File: src/rtl/cache_packet_responder.sv
// Memory-side responder that services unified-cache request packets from a small block RAM.
// Optional feature macro: CACHE_PACKET_RESPONDER_WRITE_ACK_EN (writes also return an is_write=1 packet).
//
// state    | meaning
// S_IDLE   | waiting for any request valid, round-robin pick
// S_ACCEPT | one-cycle ack to the chosen way, port field checked
// S_WAIT   | fixed response latency
// S_EXEC   | RAM access, return packet built
// S_RESP   | return packet held until acked or timed out

`ifndef CPU_ADDR_LEN_IN_BITS
`define CPU_ADDR_LEN_IN_BITS 32
`endif
`ifndef UNIFIED_CACHE_BLOCK_SIZE_IN_BITS
`define UNIFIED_CACHE_BLOCK_SIZE_IN_BITS 128
`endif
`ifndef UNIFIED_CACHE_PACKET_ADDR_POS_LO
`define UNIFIED_CACHE_PACKET_ADDR_POS_LO 0
`define UNIFIED_CACHE_PACKET_ADDR_POS_HI 31
`define UNIFIED_CACHE_PACKET_DATA_POS_LO 32
`define UNIFIED_CACHE_PACKET_DATA_POS_HI 159
`define UNIFIED_CACHE_PACKET_TYPE_POS_LO 160
`define UNIFIED_CACHE_PACKET_TYPE_POS_HI 161
`define UNIFIED_CACHE_PACKET_BYTE_MASK_POS_LO 162
`define UNIFIED_CACHE_PACKET_BYTE_MASK_POS_HI 177
`define UNIFIED_CACHE_PACKET_PORT_NUM_LO 178
`define UNIFIED_CACHE_PACKET_PORT_NUM_HI 179
`define UNIFIED_CACHE_PACKET_VALID_POS 180
`define UNIFIED_CACHE_PACKET_IS_WRITE_POS 181
`define UNIFIED_CACHE_PACKET_CACHEABLE_POS 182
`define UNIFIED_CACHE_PACKET_WIDTH_IN_BITS 183
`endif

module cache_packet_responder #(
    parameter int NUM_WAY          = 2,
    parameter int NUM_ENTRY        = 16,
    parameter int RESP_LATENCY     = 4,
    parameter int TIMING_OUT_CYCLE = 100000
) (
    input  logic                                                  clk_in,
    input  logic                                                  reset_in,
    input  logic [`UNIFIED_CACHE_PACKET_WIDTH_IN_BITS*NUM_WAY-1:0] request_packet_flatted_in,
    output logic [NUM_WAY-1:0]                                    request_packet_ack_flatted_out,
    output logic [`UNIFIED_CACHE_PACKET_WIDTH_IN_BITS*NUM_WAY-1:0] return_packet_flatted_out,
    input  logic [NUM_WAY-1:0]                                    return_packet_ack_flatted_in,
    output logic                                                  busy,
    output logic                                                  error
);

    localparam int PKT          = `UNIFIED_CACHE_PACKET_WIDTH_IN_BITS;
    localparam int BLK          = `UNIFIED_CACHE_BLOCK_SIZE_IN_BITS;
    localparam int NBYTE        = BLK / 8;
    localparam int OFF_W        = $clog2(NBYTE);
    localparam int IDX_W        = $clog2(NUM_ENTRY);
    localparam int WAY_W        = (NUM_WAY > 1) ? $clog2(NUM_WAY) : 1;
    localparam int WAIT_W       = (RESP_LATENCY > 1) ? $clog2(RESP_LATENCY) : 1;
    localparam int TO_W         = ($clog2(TIMING_OUT_CYCLE + 1) > 16) ? $clog2(TIMING_OUT_CYCLE + 1) : 16;
    localparam int ADDR_LO      = `UNIFIED_CACHE_PACKET_ADDR_POS_LO;
    localparam int DATA_LO      = `UNIFIED_CACHE_PACKET_DATA_POS_LO;
    localparam int MASK_LO      = `UNIFIED_CACHE_PACKET_BYTE_MASK_POS_LO;
    localparam int PORT_LO      = `UNIFIED_CACHE_PACKET_PORT_NUM_LO;
    localparam int PORT_W       = `UNIFIED_CACHE_PACKET_PORT_NUM_HI - `UNIFIED_CACHE_PACKET_PORT_NUM_LO + 1;
    localparam int VALID_POS    = `UNIFIED_CACHE_PACKET_VALID_POS;
    localparam int IS_WRITE_POS = `UNIFIED_CACHE_PACKET_IS_WRITE_POS;

    typedef enum logic [2:0] {
        S_IDLE,
        S_ACCEPT,
        S_WAIT,
        S_EXEC,
        S_RESP
    } state_t;

    state_t             state_q;
    state_t             state_d;
    logic [PKT-1:0]     req_pkt [NUM_WAY];
    logic [NUM_WAY-1:0] req_valid;
    logic               pick_found;
    logic [WAY_W-1:0]   pick_way;
    logic [WAY_W-1:0]   cand;
    logic [PKT-1:0]     req_q;
    logic [PKT-1:0]     resp_q;
    logic [PKT-1:0]     resp_build;
    logic [WAY_W-1:0]   way_q;
    logic [WAY_W-1:0]   rr_q;
    logic [WAIT_W-1:0]  wait_cnt_q;
    logic [TO_W-1:0]    to_cnt_q;
    logic               error_q;
    logic [BLK-1:0]     ram [NUM_ENTRY];
    logic [IDX_W-1:0]   idx;
    logic [BLK-1:0]     rd_data;
    logic [BLK-1:0]     wr_data;
    logic [BLK-1:0]     merged;
    logic [NBYTE-1:0]   wr_mask;
    logic               is_wr;
    logic               ret_ack_sel;
    logic               resp_needed;

    for (genvar i = 0; i < NUM_WAY; i++) begin : g_way
        assign req_pkt[i]   = request_packet_flatted_in[i*PKT +: PKT];
        assign req_valid[i] = req_pkt[i][VALID_POS];
        assign request_packet_ack_flatted_out[i] = (state_q == S_ACCEPT) && (way_q == WAY_W'(i));
        assign return_packet_flatted_out[i*PKT +: PKT] =
            ((state_q == S_RESP) && (way_q == WAY_W'(i))) ? resp_q : '0;
    end

    assign busy  = (state_q != S_IDLE);
    assign error = error_q;

    // Lowest way index at or above the round-robin pointer, wrapping.
    always_comb begin
        pick_found = 1'b0;
        pick_way   = '0;
        cand       = '0;
        for (int i = 0; i < NUM_WAY; i++) begin
            cand = WAY_W'((int'(rr_q) + i) % NUM_WAY);
            if (!pick_found && req_valid[cand]) begin
                pick_found = 1'b1;
                pick_way   = cand;
            end
        end
    end

    assign idx         = req_q[ADDR_LO + OFF_W +: IDX_W];
    assign rd_data     = ram[idx];
    assign wr_data     = req_q[DATA_LO +: BLK];
    assign wr_mask     = req_q[MASK_LO +: NBYTE];
    assign is_wr       = req_q[IS_WRITE_POS];
    assign ret_ack_sel = return_packet_ack_flatted_in[way_q];

    always_comb begin
        merged = rd_data;
        for (int b = 0; b < NBYTE; b++) begin
            if (wr_mask[b]) begin
                merged[b*8 +: 8] = wr_data[b*8 +: 8];
            end
        end
    end

`ifdef CACHE_PACKET_RESPONDER_WRITE_ACK_EN
    assign resp_needed = 1'b1;
`else
    assign resp_needed = !is_wr;
`endif

    always_comb begin
        resp_build            = req_q;
        resp_build[VALID_POS] = 1'b1;
`ifdef CACHE_PACKET_RESPONDER_WRITE_ACK_EN
        if (is_wr) begin
            resp_build[DATA_LO +: BLK] = merged;
        end else begin
            resp_build[IS_WRITE_POS]     = 1'b0;
            resp_build[DATA_LO +: BLK]   = rd_data;
            resp_build[MASK_LO +: NBYTE] = '0;
        end
`else
        resp_build[IS_WRITE_POS]     = 1'b0;
        resp_build[DATA_LO +: BLK]   = rd_data;
        resp_build[MASK_LO +: NBYTE] = '0;
`endif
    end

    always_comb begin
        state_d = state_q;
        case (state_q)
            S_IDLE:   if (pick_found) state_d = S_ACCEPT;
            S_ACCEPT: state_d = (RESP_LATENCY == 0) ? S_EXEC : S_WAIT;
            S_WAIT:   if (wait_cnt_q == '0) state_d = S_EXEC;
            S_EXEC:   state_d = resp_needed ? S_RESP : S_IDLE;
            S_RESP:   if (ret_ack_sel || (to_cnt_q == '0)) state_d = S_IDLE;
            default:  state_d = S_IDLE;
        endcase
    end

    always_ff @(posedge clk_in) begin
        if (reset_in) begin
            state_q <= S_IDLE;
        end else begin
            state_q <= state_d;
        end
    end

    always_ff @(posedge clk_in) begin
        if (reset_in) begin
            req_q      <= '0;
            resp_q     <= '0;
            way_q      <= '0;
            rr_q       <= '0;
            wait_cnt_q <= '0;
            to_cnt_q   <= '0;
            error_q    <= 1'b0;
            for (int e = 0; e < NUM_ENTRY; e++) begin
                ram[e] <= '0;
            end
        end else begin
            case (state_q)
                S_IDLE: begin
                    if (pick_found) begin
                        req_q <= req_pkt[pick_way];
                        way_q <= pick_way;
                    end
                end
                S_ACCEPT: begin
                    rr_q       <= WAY_W'((int'(way_q) + 1) % NUM_WAY);
                    wait_cnt_q <= WAIT_W'((RESP_LATENCY > 0) ? (RESP_LATENCY - 1) : 0);
                    if (int'(req_q[PORT_LO +: PORT_W]) != int'(way_q)) begin
                        error_q <= 1'b1;
                    end
                end
                S_WAIT: begin
                    if (wait_cnt_q != '0) begin
                        wait_cnt_q <= wait_cnt_q - 1'b1;
                    end
                end
                S_EXEC: begin
                    if (is_wr) begin
                        ram[idx] <= merged;
                    end
                    resp_q   <= resp_build;
                    to_cnt_q <= TO_W'(TIMING_OUT_CYCLE);
                end
                S_RESP: begin
                    // Down-counter stops at zero; reaching it unacked is the timeout.
                    if (!ret_ack_sel) begin
                        if (to_cnt_q == '0) begin
                            error_q <= 1'b1;
                        end else begin
                            to_cnt_q <= to_cnt_q - 1'b1;
                        end
                    end
                end
                default: ;
            endcase
        end
    end

endmodule
File: config.mk
export PLATFORM = sky130hd
export DESIGN_NAME = cache_packet_responder
export DESIGN_NICKNAME = d
export VERILOG_FILES = /design/src/rtl/cache_packet_responder.sv
export SDC_FILE = /design/constraint.sdc
export NUM_CORES = 2
export LEC_CHECK = 0
export CORE_ASPECT_RATIO = 1.5
export CORE_UTILIZATION = 55
export DETAILED_ROUTE_END_ITERATION = 12
export PLACE_DENSITY = 0.85
export SLEW_MARGIN = 20
export SYNTH_ARGS = -nofsm -noshare
export SYNTH_HDL_FRONTEND = slang
export SYNTH_SLANG_ARGS = --single-unit
File: constraint.sdc
create_clock -name clk_in -period 5.86 [get_ports clk_in]
set_input_delay 0.879 -clock clk_in [delete_from_list [all_inputs] [get_ports clk_in]]
set_output_delay 0.879 -clock clk_in [all_outputs]
set_load 0.02 [all_outputs]
==> flow_summary.json <==
{
  "syn_inst": 8540,
  "status": "completed",
  "hp-class": "reg -> reg",
  "synth_top_area_share": 0.570,
  "mostFrequentLayoutCell": "nor2_1",
  "synth_edf_count": 2048,
  "setup_viol": 0,
  "postSynthAreaPerCell_um2": 12.6,
  "synth.distinct_cells": 82,
  "dr.pass1.iters": 9,
  "port_buffers": 705,
  "clkSinkCount": 2425,
  "synthArstFlopShare": 0,
  "setup_slack_ns": 1.17,
  "synth_warnings": 0,
  "instances_no_fill": 11600,
  "cts_setup_buffers": 0,
  "io_pins": 740,
  "grt_usage": 0.359,
  "grt_overflow": 0,
  "dp_cells": 11200,
  "p_leak_nw": 43.9,
  "cts_tree": "done",
  "cts_buffer_depth": 4,
  "fp.dieW_um": 364,
  "peakVddDrop_mv": 0.303,
  "synth_seq_cells": 2425,
  "relSlewSlack": 0.100,
  "fin_nets": 9193,
  "r2r_slack_ns": 1.45,
  "cp_max_fo": 167,
  "die-area_mm2": 0.198,
  "hold_buffers": 0,
  "post-dp-hpwl_um": 203000,
  "start_util": 0.555,
  "core-area_mm2": 0.194,
  "place_congestion": 0.854,
  "powerDensity_mw_per_mm2": 356,
  "crit_required_ns": 4.98,
  "post_cts_resized": 0,
  "drc_errors": 0,
  "fin_crit_sh": 0.801,
  "critPathLaunchType": "register",
  "rows": 198,
  "synthToLayoutAreaGrowth_pct": 14.6,
  "h-tree-depth": 4,
  "synth_seq_area_share": 0.639,
  "grt_max_degree": 167,
  "grt_pass1_vias": 78000,
  "routed_via_density": 6.80,
  "tns_ns": 0,
  "layout_common_cells": "2218 x nor2_1, 2048 x edfxtp_1, 704 x clkdlybuf4s50_1",
  "worst_pin_slew_ns": 1.35,
  "max_cap_viol_count": 0,
  "skew_ns": 0.0703,
  "grt_pass1_wl_um": 516000,
  "finalWirelength_um": 364000,
  "maxSlewViolCount": 0,
  "hold_ws_ns": 0.440,
  "design_area_mm2": 0.124,
  "fmax_ghz": 0.213,
  "drt-initial-drc-count": 12700,
  "critPathKind": "reg -> out",
  "min_period_ns": 4.69,
  "place_ws_ns": 1.53,
  "fp.dieH_um": 545,
  "endpoint_kind": "output pin",
  "vias": 79100,
  "synth_flop_cell": "edfxtp_1",
  "drt-wirelength-per-cell_um": 31.3,
  "yosysTopAreaCell": "edfxtp_1",
  "hold_viol": 0,
  "antenna_found_initial": 29,
  "final_util": 0.636,
  "antenna_left": 0,
  "place_area_mm2": 0.117,
  "rsz0062_at_grt": "no",
  "drive_above_1_share": 0.113,
  "clk_pin_slew_ns": 0.07,
  "yosys-top-cells-area": "edfxtp_1 57%, nor2_1 7.7%, dfxtp_1 7.0%",
  "root_buffer": "clkbuf_16",
  "synth_area_mm2": 0.108,
  "critical_path_arrival_ns": 3.81,
  "insertion_delay_ns": 0.90,
  "total_power_mw": 44.1,
  "cts_buffers": 216
}
==> flip-flops by register name, summed over array words and instances (netlist names), named ones only <==
register    cells
error           1
rr_q            1
way_q           1
to_cnt_q       17
req_q         182
wait_cnt_q      2
resp_q        166
ram          2048
state_q         3
==> where the power goes <==
group / switching, mW / leakage [nW] / internal [mW]
combinational: 6.67 / 16.3 / 2.95
clock: 6.39 / 3.40 / 7.89
sequential: 0.692 / 24.2 / 19.5
==> synth_stat cells (48+ instances only) <==
| cell | number |
|---|---|
| buf_2 | 142 |
| a21oi_1 | 152 |
| clkbuf_1 | 502 |
| mux4_2 | 231 |
| a22oi_1 | 106 |
| nand2_1 | 289 |
| buf_4 | 129 |
| a211oi_1 | 233 |
| nor3_1 | 259 |
| and3_1 | 175 |
| a22o_1 | 48 |
| mux2i_1 | 657 |
| dfxtp_1 | 377 |
| a221oi_1 | 67 |
| nor2_1 | 2227 |
| edfxtp_1 | 2048 |
| and2_1 | 185 |
| mux2_2 | 121 |
| o221ai_1 | 51 |
==> per-layer routing <==
metal / GRT usage / vias up / share of wire
met1: 0.419 / 37500 / 0.31
met4: 0.260 / 14 / 0.084
met2: 0.568 / 7982 / 0.45
met5: 0 / - / 0.00026
met3: 0.104 / 1959 / 0.15
li1: - / 31600 / -
==> worst paths after layout <==
check	start	endpoint	cells past startpoint
min reg2reg	req_q[3]	resp_q[3]	2
max reg2reg	state_q[0]	ram[13][41]	5
min	req_q[3]	resp_q[3]	2
max	state_q[0]	return_packet_flatted_out[3]	5
==> cell type report <==
cell class	count	area, um2
clock inverter	113	1070
inverter	24	96.3
clock buffer	278	5890
timing repair buffer	887	9100
multi-input combinational	5267	35200
antenna	24	60.1
sequential	2425	69100
tap	2600	3250
fill	13200	70800
==> worst max-delay path, stage by stage (launching register included) <==
cell and delay, ns:
dfxtp_1 0.47, or3b_2 0.62, nor2_4 0.13, buf_12 0.53
and2_1 0.50, clkdlybuf4s50_1 0.70
==> cell families after synthesis <==
logic type	share of synthesized area
flip-flops	0.639
AO/OA/AOI/OAI	0.0654
XOR/XNOR	0.000973
AND/OR/NAND/NOR	0.128
adder cells (fa/ha/maj)	0.000232
other	0.0000347
buffers and inverters	0.0406
multiplexers	0.125
(Power assumes the default switching activity.)
